`src/rtl/drink_dispenser_if.sv`:
```
// Handshake bundle between the vending controller and the drink dispenser.
// The controller side is the master; the dispenser side is the slave.
interface drink_dispenser_if;
    logic       drink_contral;
    logic       drink_sensed;
    logic       drink_out_fin;
    logic       motor_on;
    logic [3:0] stock;
    logic       empty;
    logic       fault;

    modport master (
        output drink_contral,
        output drink_sensed,
        input  drink_out_fin,
        input  motor_on,
        input  stock,
        input  empty,
        input  fault
    );

    modport slave (
        input  drink_contral,
        input  drink_sensed,
        output drink_out_fin,
        output motor_on,
        output stock,
        output empty,
        output fault
    );
endinterface

```
`src/rtl/drink_dispenser.sv`:
```
// Drink dispenser controller: runs the motor for a fixed time on a request
// edge, waits for the drop sensor, strobes completion and tracks stock.
module drink_dispenser #(
    parameter int DISPENSE_CYCLES = 8,
    parameter int DROP_TIMEOUT    = 16,
    parameter int STOCK_INIT      = 10
) (
    input  logic               sclk,
    input  logic               srst_n,
    drink_dispenser_if.slave   bus
);

    localparam logic [2:0] S_IDLE    = 3'd0;
    localparam logic [2:0] S_RUN     = 3'd1;
    localparam logic [2:0] S_WAIT    = 3'd2;
    localparam logic [2:0] S_DONE    = 3'd3;
    localparam logic [2:0] S_RELEASE = 3'd4;
    localparam logic [2:0] S_FAULT   = 3'd5;

    localparam logic [7:0] RUN_LEN      = 8'(DISPENSE_CYCLES);
    localparam logic [7:0] TIMEOUT_LAST = 8'(DROP_TIMEOUT - 1);
    localparam logic [3:0] STOCK_RST    = 4'(STOCK_INIT);

    logic [2:0] state_reg,  state_next;
    logic [7:0] cnt_reg,    cnt_next;
    logic       motor_reg,  motor_next;
    logic       fin_reg,    fin_next;
    logic [3:0] stock_reg,  stock_next;
    logic       empty_reg,  empty_next;
    logic       fault_reg,  fault_next;
    logic       req_d_reg;
    logic       req_edge;

    assign req_edge = bus.drink_contral & ~req_d_reg;

    always_comb begin
        state_next = state_reg;
        cnt_next   = cnt_reg;
        motor_next = motor_reg;
        fin_next   = 1'b1;
        stock_next = stock_reg;
        empty_next = empty_reg;
        fault_next = fault_reg;
        case (state_reg)
            S_IDLE: begin
                motor_next = 1'b0;
                if (req_edge && stock_reg != 4'd0) begin
                    state_next = S_RUN;
                    cnt_next   = 8'd0;
                end
            end
            S_RUN: begin
                // Motor rises one edge after entering RUN, so the count
                // runs 0..RUN_LEN with the last step turning it off.
                if (!bus.drink_contral) begin
                    motor_next = 1'b0;
                    state_next = S_IDLE;
                    cnt_next   = 8'd0;
                end else if (cnt_reg == RUN_LEN) begin
                    motor_next = 1'b0;
                    state_next = S_WAIT;
                    cnt_next   = 8'd0;
                end else begin
                    motor_next = 1'b1;
                    cnt_next   = cnt_reg + 8'd1;
                end
            end
            S_WAIT: begin
                motor_next = 1'b0;
                if (bus.drink_sensed) begin
                    state_next = S_DONE;
                    fin_next   = 1'b0;
                    cnt_next   = 8'd0;
                    if (stock_reg != 4'd0) begin
                        stock_next = stock_reg - 4'd1;
                        empty_next = (stock_reg == 4'd1);
                    end
                end else if (cnt_reg == TIMEOUT_LAST) begin
                    state_next = S_FAULT;
                    fault_next = 1'b1;
                    cnt_next   = 8'd0;
                end else begin
                    cnt_next = cnt_reg + 8'd1;
                end
            end
            S_DONE: begin
                state_next = S_RELEASE;
            end
            S_RELEASE: begin
                if (!bus.drink_contral) begin
                    state_next = S_IDLE;
                end
            end
            S_FAULT: begin
                motor_next = 1'b0;
                fault_next = 1'b1;
            end
            default: begin
                state_next = S_IDLE;
                motor_next = 1'b0;
            end
        endcase
    end

    always_ff @(posedge sclk) begin
        if (!srst_n) begin
            state_reg <= S_IDLE;
            cnt_reg   <= 8'd0;
            motor_reg <= 1'b0;
            fin_reg   <= 1'b1;
            stock_reg <= STOCK_RST;
            empty_reg <= (STOCK_RST == 4'd0);
            fault_reg <= 1'b0;
            req_d_reg <= 1'b0;
        end else begin
            state_reg <= state_next;
            cnt_reg   <= cnt_next;
            motor_reg <= motor_next;
            fin_reg   <= fin_next;
            stock_reg <= stock_next;
            empty_reg <= empty_next;
            fault_reg <= fault_next;
            req_d_reg <= bus.drink_contral;
        end
    end

    assign bus.motor_on      = motor_reg;
    assign bus.drink_out_fin = fin_reg;
    assign bus.stock         = stock_reg;
    assign bus.empty         = empty_reg;
    assign bus.fault         = fault_reg;

endmodule
```
`src/flat_wrapper.sv`:
```
// flat-port wrapper written by rule: the top's interface ports become plain ports
module drink_dispenser_flat 
#(
    parameter int DISPENSE_CYCLES = 8,
    parameter int DROP_TIMEOUT    = 16,
    parameter int STOCK_INIT      = 10
)
  (sclk, srst_n, bus_drink_contral, bus_drink_sensed, bus_drink_out_fin, bus_motor_on, bus_stock, bus_empty, bus_fault);
  drink_dispenser_if bus_i ();
  input  logic sclk;
  input  logic srst_n;
  input wire logic [$bits(bus_i.drink_contral)-1:0] bus_drink_contral;
  input wire logic [$bits(bus_i.drink_sensed)-1:0] bus_drink_sensed;
  output wire logic [$bits(bus_i.drink_out_fin)-1:0] bus_drink_out_fin;
  output wire logic [$bits(bus_i.motor_on)-1:0] bus_motor_on;
  output wire logic [$bits(bus_i.stock)-1:0] bus_stock;
  output wire logic [$bits(bus_i.empty)-1:0] bus_empty;
  output wire logic [$bits(bus_i.fault)-1:0] bus_fault;
  assign bus_i.drink_contral = bus_drink_contral;
  assign bus_i.drink_sensed = bus_drink_sensed;
  assign bus_drink_out_fin = bus_i.drink_out_fin;
  assign bus_motor_on = bus_i.motor_on;
  assign bus_stock = bus_i.stock;
  assign bus_empty = bus_i.empty;
  assign bus_fault = bus_i.fault;
  drink_dispenser #(.DISPENSE_CYCLES(DISPENSE_CYCLES), .DROP_TIMEOUT(DROP_TIMEOUT), .STOCK_INIT(STOCK_INIT)) u_core (.sclk(sclk), .srst_n(srst_n), .bus(bus_i));
endmodule
```
`config.mk`:
```
export PLATFORM = sky130hd
export DESIGN_NAME = drink_dispenser_flat
export DESIGN_NICKNAME = d
export VERILOG_FILES = /design/src/rtl/drink_dispenser_if.sv /design/src/rtl/drink_dispenser.sv /design/src/flat_wrapper.sv
export SDC_FILE = /design/constraint.sdc
export NUM_CORES = 1
export LEC_CHECK = 0
export ABC_AREA = 1
export ABC_CLOCK_PERIOD_IN_PS = 1400
export CORE_MARGIN = 5
export CORE_UTILIZATION = 50
export CTS_CLUSTER_SIZE = 24
export DETAILED_ROUTE_END_ITERATION = 6
export PLACE_DENSITY = 0.74
export SYNTH_ARGS = -nofsm -noshare
export SYNTH_HDL_FRONTEND = slang
export SYNTH_SLANG_ARGS = --single-unit
```
`constraint.sdc`:
```
create_clock -name sclk -period 1.4 [get_ports sclk]
set_input_delay 0.28 -clock sclk [delete_from_list [all_inputs] [get_ports sclk]]
set_output_delay 0.28 -clock sclk [all_outputs]
set_load 0.005 [all_outputs]
```
# After elaboration in Yosys (flattened, before gate mapping)
# Index checks and enable logic that the tools add are counted.
# Widths: inputs -> output; s select.
word_totals:
  register_bits: 20
  output_inout_bits: 8
  word_cells: 58
  input_bits: 4
op_classes:
  n_reduce_logical: 11
  bitwise_logic: 3
  n_mux: 20
  add_sub_neg: 2
  n_eq_ne: 14
op_table:
  columns: ["operator", "n"]
  rows:
  - ["$mux 8", 5]
  - ["$pmux 8 s3", 1]
  - ["$mux 3", 6]
  - ["$pmux 3 s6", 1]
  - ["$eq 8x4->1 const B", 2]
  - ["$add 8x1->8 const B", 1]
  - ["$eq 3x2->1 const B", 2]
  - ["$eq 3x3->1 const B", 2]
  - ["$ne 3x2->1 const B", 2]
  - ["$reduce_and 3->1", 2]
  - ["$mux 1", 5]
  - ["$reduce_and 5->1", 1]
  - ["$eq 4x1->1 const B", 1]
  - ["$ne 2x1->1 const B", 2]
  - ["$ne 2x2->1 const B", 2]
  - ["$pmux 1 s2", 2]
  - ["$reduce_and 2->1", 2]
  - ["$reduce_bool 4->1", 1]
  - ["$sub 4x1->4 const B", 1]
  - ["$eq 3x1->1 const B", 1]
  - ["$logic_not 3->1", 1]
  - ["$reduce_bool 3->1", 1]
  - ["$not 1->1", 2]
  - ["$reduce_bool 2->1", 1]
  - ["other kinds (3)", 3]

# Longest topological paths before layout
# Gate-level depths: netlist of the first run.
logic_depth:
  ltp_word: 5
  mapped_depth: 11
  depth_no_buf: 9

# Worst setup path before layout of the first run
# OpenSTA, ideal clock, no wires.
synth_timing:
  kind: "reg2reg"
  start: "register u_core.stock_reg[0] (netlist: u_core.bus.stock[0])"
  end: "register u_core.cnt_reg[7]"
  path_buffers: 1
  period_less_slack_ns: 1.359
  required_ns: 1.286
  setup_ns: 0.114
  t_arrival_ns: 1.245
  slack_ns: 0.041
  path_stages_with_launch: 10
  path_cell_list: "dfxtp_1 -> inv_1 -> ha_1 -> nand3_1 -> nand3_2 -> nand2_2 -> buf_6 -> nand3_1 -> nand2_1 -> nor2_1"
synth_between:
  elab_chain_cells: 4
synth_lines:
  columns: ["item", "line_no", "text"]
  rows:
  - ["start: declaration", "drink_dispenser.sv:28", "logic [3:0] stock_reg, stock_next;"]
  - ["start signal: assignment", "drink_dispenser.sv:120", "stock_reg <= stock_next;"]
  - ["$reduce_bool 4->1", "drink_dispenser.sv:47", "if (req_edge && stock_reg != 4'd0) begin"]
  - ["$logic_and 1x1->1", "drink_dispenser.sv:47", null]
  - ["$ne 2x1->1 (no line)", null, null]
  - ["$reduce_and 2->1 (no line)", null, null]
  - ["end signal: assignment", "drink_dispenser.sv:117", "cnt_reg <= cnt_next;"]
  - ["end: declaration", "drink_dispenser.sv:25", "logic [7:0] cnt_reg, cnt_next;"]
# Every way passes these cells.
# A chain may end at the register's enable or synchronous reset.

# Final worst setup path of the first run
layout_timing:
  start: "register u_core.cnt_reg[0]"
  end: "register u_core.state_reg[0]"
layout_between:
  elab_chain_cells: 3
  word_cells_on_any_way: 5
  cone_classes: "eq/ne: 4; reduce/logical: 1"
layout_lines:
  columns: ["item", "line_no", "text"]
  rows:
  - ["$eq 8x4->1 (on tied branches)", "drink_dispenser.sv:78, drink_dispenser.sv:59", null]
  - ["$ne 3x2->1 (no line)", null, null]
  - ["$reduce_and 5->1 (no line) *", null, null]
  - ["end signal: assignment", "drink_dispenser.sv:116", "state_reg <= state_next;"]
  - ["end: declaration", "drink_dispenser.sv:24", "logic [2:0] state_reg, state_next;"]
# Mark *: on every way between the ends. The rest lies on a longest branch, timed or not.

==> impl_metrics.tcl, run 1 <==
set metrics [dict create \
    status "finished, violations left" \
    violations "negative setup slack" \
    finalClockSkew_ns 0.00604 \
    wl_per_cell_um 14.7 \
    slew_headroom_pct 83.0 \
    synth_warnings 0 \
    worst_slack_ns -0.0262 \
    ir_worst_vdd_mv 1.38 \
    syn_avg_cell_area_um2 6.66 \
    root_buffer "clkbuf_4" \
    synth_cells 176 \
    drc 0 \
    numCtsBuffers 3 \
    crit_path_max_incr_delay_ns 0.39 \
    syn_area_um2 1170 \
    grt_setup_unrepaired "yes" \
    synth_ff_type "dfxtp_1" \
    fin_util_pct 80.6 \
    syn_nets 185 \
    async_flop_share_pct 0 \
    crit_family "simple AND/OR/NAND/NOR gates" \
    final-setup-viol-count 2 \
    critPathRequiredTime_ns 1.61 \
    ant_nets 0 \
    ys_ff_latch 20 \
    crit_chain "inv_4 -> ha_4 -> nand3_4 -> nor2_4 -> nor2_4 -> buf_4 -> buf_4 -> nor2_2 -> a21oi_2" \
    drt_iter0_drc 79 \
    fin_nets 226 \
    dieWidth_um 58.4 \
    antenna_found_initial 0 \
    yosysUniqueCellTypes 23 \
    clockBufferDepth 2 \
    cp-end-kind "register" \
    viasPerCell 5.38 \
    antenna_cells 0 \
    period_share_pct 102 \
    critical_path_class "register to register" \
    synth_top_cell_area_share_pct 34.2 \
    die_h_um 58.4 \
    layout-drive-gt1-share_pct 39.8 \
    io_buffers 11 \
    crit_path_top_delay_cell "dfxtp_4" \
    clkTransAtPathRegs_ns 0.12 \
    gp_routability_congestion 0.873 \
    crit_fanout 3 \
    clock-sinks 20 \
    synth_enable_flop_cells 0 \
    finalHoldViolations 0 \
    pin_count 12 \
    grt_pass1_vias 1238 \
    via_count 1312 \
    p_per_area_nw_per_um2 1590 \
    h-tree-depth 1 \
    crit_path_start "u_core.cnt_reg[0]" \
    power.leakage_nw 0.799 \
    rr_endpoint "u_core.state_reg[0]" \
    overflow 0 \
    worst_r2r_startpoint "u_core.cnt_reg[0]" \
    firstDrtPassIters 6 \
    die-area_um2 3410 \
    critPathArrivalTime_ns 1.64 \
    grt_max_degree 13 \
    synth_area_leader_cell "dfxtp_1" \
    yosysMostFrequentCell "nand2_1" \
    wl_mm 3.59 \
    reg2reg_slack_ns -0.03 \
    cp-start-kind "register" \
    tightest_slew_ns 0.252 \
    largest_reg_flops 8 \
    core_area_um2 2230 \
    grt_pass1_wl_mm 5.15 \
    power_mw 2.87 \
    maxSlewViolCount 0 \
    tritoncts "built" \
    ff2ff_path_depth 9 \
    min_path_type "register to register" \
    endpoint "u_core.state_reg[0]" \
    synth_area_leaders "dfxtp_1 34%, nand2_1 12%, inv_1 8.0%, nand3_1 7.3%, nor2_1 7.0%" \
    fmax_mhz 701 \
    cap_violations 0 \
    row_count 17 \
    path_buf_inv 3 \
    syn_to_final_growth_pct 53.6 \
    fin_crit_ns 1.43 \
    insertion_delay_ns 0.31 \
    postLayoutCellArea_um2 1800 \
    seq_area_frac_synth_pct 34.2 \
    hpwl_mm 2.12 \
    cp_num_cells 9 \
    grtUsageTotal_pct 19.3 \
    placed_area_um2 1460 \
    start_util_pct 52.5 \
    pre_cts_slack_ns -0.293 \
    ys_top_cells_by_count "39 x nand2_1, 25 x inv_1, 22 x nor2_1, 20 x dfxtp_1, 17 x nand3_1" \
]
==> power breakdown <==
part           internal [mW]  switching (mW)
Combinational          0.757           0.832
Clock                  0.289           0.195
Sequential             0.669           0.124
==> routing by layer <==
| layer | routed length [um] | up-vias | track usage [%] |
|---|---|---|---|
| met1 | 1480 | 604 | 21.2 |
| met2 | 1770 | 57 | 34.6 |
| li1 | - | 640 | - |
| met4 | 90 | 0 | 5.96 |
| met5 | 0 | - | 0 |
| met3 | 240 | 11 | 6.36 |
==> worst min-delay path: stages, from the launching register on <==
cell and delay, ns:
dfxtp_2 0.34, inv_1 0.04, a21oi_1 0.05
==> how the worst min path moves through the flow <==
stage | depth (start not counted) | to | start | slack (ns)
floorplan | 2 | u_core.req_d_reg | bus_drink_contral | 0.37
global placement | 2 | u_core.bus.fault | u_core.bus.fault | 0.44
detailed placement | 2 | u_core.bus.fault | u_core.bus.fault | 0.44
CTS | 2 | u_core.bus.fault | u_core.bus.fault | 0.45
global route | 2 | u_core.bus.fault | u_core.bus.fault | 0.48
finish | 2 | u_core.bus.fault | u_core.bus.fault | 0.45
==> repair_timing <==
action,CTS,global route
pin swaps,5,19
resized for setup,31,44
buffers inserted,3,4
endpoints found under the setup margin,19,13
hold buffers,0,0
cloned,0,1
==> layout make-up <==
| cell class | instances | area [um^2] |
|---|---|---|
| Clock buffer | 3 | 22.5 |
| Clock inverter | 1 | 30.0 |
| Fill cell | 145 | 433 |
| Inverter | 28 | 118 |
| Multi-Input combinational cell | 124 | 805 |
| Sequential cell | 20 | 427 |
| Tap cell | 28 | 35.0 |
| Timing Repair Buffer | 40 | 364 |
==> stage by stage <==
stage                     TNS (ns)  std cells  hold WS (ns)
after floorplan                  0        176         0.373
after CTS                        0        239         0.455
after global placement       -2.64        232         0.439
after global routing        -0.413        244         0.484
final                      -0.0366        244         0.453
after detailed placement     -3.25        232         0.443
==> cells in the final DEF (no fill, tap or decap), drive strengths merged <==
master	instances
dfxtp	20
clkbuf	4
o21bai	2
a21o	1
nand2	44
nand3	18
nand4	3
o21ai	5
nor2	26
buf	28
a21oi	14
nor3	2
dlygate4sd2	8
clkdlybuf4s50	3
ha	5
inv	28
nor4	1
a31oi	1
nand3b	2
bufinv	1
==> cell families (layout without fill, tap and decap cells) <==
group	Yosys count	count (layout)	synth area share [%]
AND/OR/NAND/NOR	96	96	37.6
AO/OA/AOI/OAI	23	23	10.6
flip-flops	20	20	34.2
adder cells (fa/ha/maj)	5	5	5.34
buffers and inverters	32	72	12.4
No activity file was read; power rests on OpenSTA's default activity.
==> run 2: changes to the inputs <==
Settings changed: ABC_CLOCK_PERIOD_IN_PS 1400 to 1270, CTS_CLUSTER_SIZE 24 to not set, PLACE_DENSITY 0.74 to not set, PLACE_DENSITY_LB_ADDON set to 0.12.
Clock period 1.4 ns to 1.27 ns, I/O delays scaled along.
==> run 2 against run 1 <==
The run still ends with negative setup slack left. Critical path type unchanged. Sequential share of layout area fell by 2.5 points. Count of clock-buffer cells in the layout did not move. Global-route usage rose by 4.5 points. Critical path depth rose by 2.
==> impl_metrics.tcl, run 2 (synthesized netlist as in run 1, its figures left out) <==
set metrics [dict create \
    grt_max_degree 13 \
    root_buffer "clkbuf_4" \
    ant_nets 0 \
    fin_crit_ns 1.51 \
    syn_to_final_growth_pct 71.0 \
    row_count 17 \
    start_util_pct 52.5 \
    status "finished, violations left" \
    final_common_cell "buf_4" \
    critical_path_class "register to register" \
    antenna_cells 0 \
    period_share_pct 119 \
    ff2ff_path_depth 11 \
    fmax_mhz 660 \
    violations "negative setup slack" \
    dieWidth_um 58.4 \
    grt_setup_unrepaired "yes" \
    die_h_um 58.4 \
    crit_fanout 5 \
    pre_cts_slack_ns -0.391 \
    antenna_found_initial 0 \
    endpoint "u_core.cnt_reg[3]" \
    gp_routability_congestion 0.831 \
    overflow 0 \
    finalHoldViolations 0 \
    firstDrtPassIters 4 \
    power_mw 3.59 \
    finalClockSkew_ns 0.0144 \
    h-tree-depth 1 \
    final_cell_mix "32 x buf_4, 30 x nand2_1, 19 x inv_1" \
    io_buffers 11 \
    postCtsHoldBufs 0 \
    path_buf_inv 3 \
    p_per_area_nw_per_um2 1790 \
    cp-start-kind "register" \
    crit_top_cell "nand2_8" \
    critPathArrivalTime_ns 1.79 \
    placed_area_um2 1530 \
    pin_count 12 \
    worst_slack_ns -0.244 \
    core_area_um2 2230 \
    die-area_um2 3410 \
    grt_pass1_wl_mm 6.20 \
    hpwl_mm 2.13 \
    crit_path_start "u_core.bus.stock[0]" \
    cp_num_cells 11 \
    postLayoutCellArea_um2 2000 \
    insertion_delay_ns 0.32 \
    grtUsageTotal_pct 23.8 \
    clockBufferDepth 2 \
    power.leakage_nw 0.882 \
    worst_r2r_startpoint "u_core.bus.stock[0]" \
    crit_path_top_delay_cell "dfxtp_2" \
    layout-drive-gt1-share_pct 50.0 \
    hold_ws_ns 0.498 \
    rr_endpoint "u_core.cnt_reg[3]" \
    ir_worst_vdd_mv 1.42 \
    drc 0 \
    crit_chain "buf_6 -> inv_4 -> ha_4 -> nand3_4 -> buf_6 -> nand2_8 -> nand2_8 -> nand2_8 -> o21bai_1 -> nand2_1 -> nor2_1" \
    clock-sinks 20 \
    cap_violations 0 \
    largest_reg_flops 8 \
    via_count 1473 \
    wl_mm 4.69 \
    tritoncts "built" \
    min_path_type "register to register" \
    tightest_slew_ns 0.457 \
    cp-end-kind "register" \
    slew_headroom_pct 69.5 \
    viasPerCell 5.80 \
    drt_iter0_drc 137 \
    grt_pass1_vias 1377 \
    fin_nets 236 \
    tns_ns -1.99 \
    maxSlewViolCount 0 \
    crit_family "simple AND/OR/NAND/NOR gates" \
    numCtsBuffers 3 \
    clkTransAtPathRegs_ns 0.13 \
    final-setup-viol-count 17 \
    critPathRequiredTime_ns 1.54 \
    crit_path_max_incr_delay_ns 0.36 \
    wl_per_cell_um 18.5 \
    reg2reg_slack_ns -0.24 \
]
## run 2: cell count changes in the layout (fill, tap and decap cells not counted), moves of 3 or more
cell	delta
nand2_1	-4
buf_4	+7
nand2_8	+3
nor2_2	+3
a21oi_2	+6
a21oi_1	-7
buf_6	+3
## run 2: stage by stage
step | std cells | utilization [%]
floorplan | 176 | -
global placement | 238 | 68.3
detailed placement | 238 | 68.3
CTS | 251 | 81.8
global route | 254 | 89.7
finish | 254 | 89.7
## run 2: worst min path at each step
| stage | from | endpoint | cells after the start | slack, ns |
|---|---|---|---|---|
| 2_1_floorplan | bus_drink_contral | u_core.req_d_reg | 2 | 0.35 |
| 3_3_place_gp | u_core.bus.fault | u_core.bus.fault | 2 | 0.44 |
| 3_5_place_dp | u_core.bus.fault | u_core.bus.fault | 2 | 0.45 |
| 4_1_cts | u_core.bus.fault | u_core.bus.fault | 2 | 0.46 |
| 5_1_grt | u_core.bus.fault | u_core.bus.fault | 2 | 0.51 |
| 6_report | u_core.bus.fault | u_core.bus.fault | 2 | 0.50 |
## run 2: worst reg2reg max path, cell delays in order, from the launching register on
cell      delay [ns]
dfxtp_2         0.36
buf_6           0.10
inv_4           0.04
ha_4            0.15
nand3_4         0.08
buf_6           0.14
nand2_8         0.07
nand2_8         0.09
nand2_8         0.07
o21bai_1        0.19
nand2_1         0.09
nor2_1          0.10
## run 2: per-layer routing
metal,GRT usage [%],share of wire [%],vias up
met1,25.9,40,728
met5,0,0,-
met4,10.6,4.8,0
li1,-,-,658
met2,45.0,50,64
met3,3.07,4.9,23
## run 2: area by class of cell
cell class,count,area (um^2)
Clock buffer,3,22.5
Clock inverter,1,30.0
Fill cell,85,229
Inverter,28,121
Multi-Input combinational cell,124,921
Sequential cell,20,424
Tap cell,28,35.0
Timing Repair Buffer,50,450
## run 2: power breakdown
part           switching [mW]  leakage (nW)  total (mW)  internal, mW
combinational            1.18         0.687        2.19          1.00
clock                   0.224        0.0279       0.543         0.320
sequential              0.126         0.167       0.862         0.736
total                    1.53         0.882        3.59          2.06
## run 2: what timing repair did
item                                    CTS  global route
resized for setup                        60            41
pin swaps                                26            18
buffers inserted                          8             3
endpoints found under the setup margin   21            19
gates cloned                              1             0
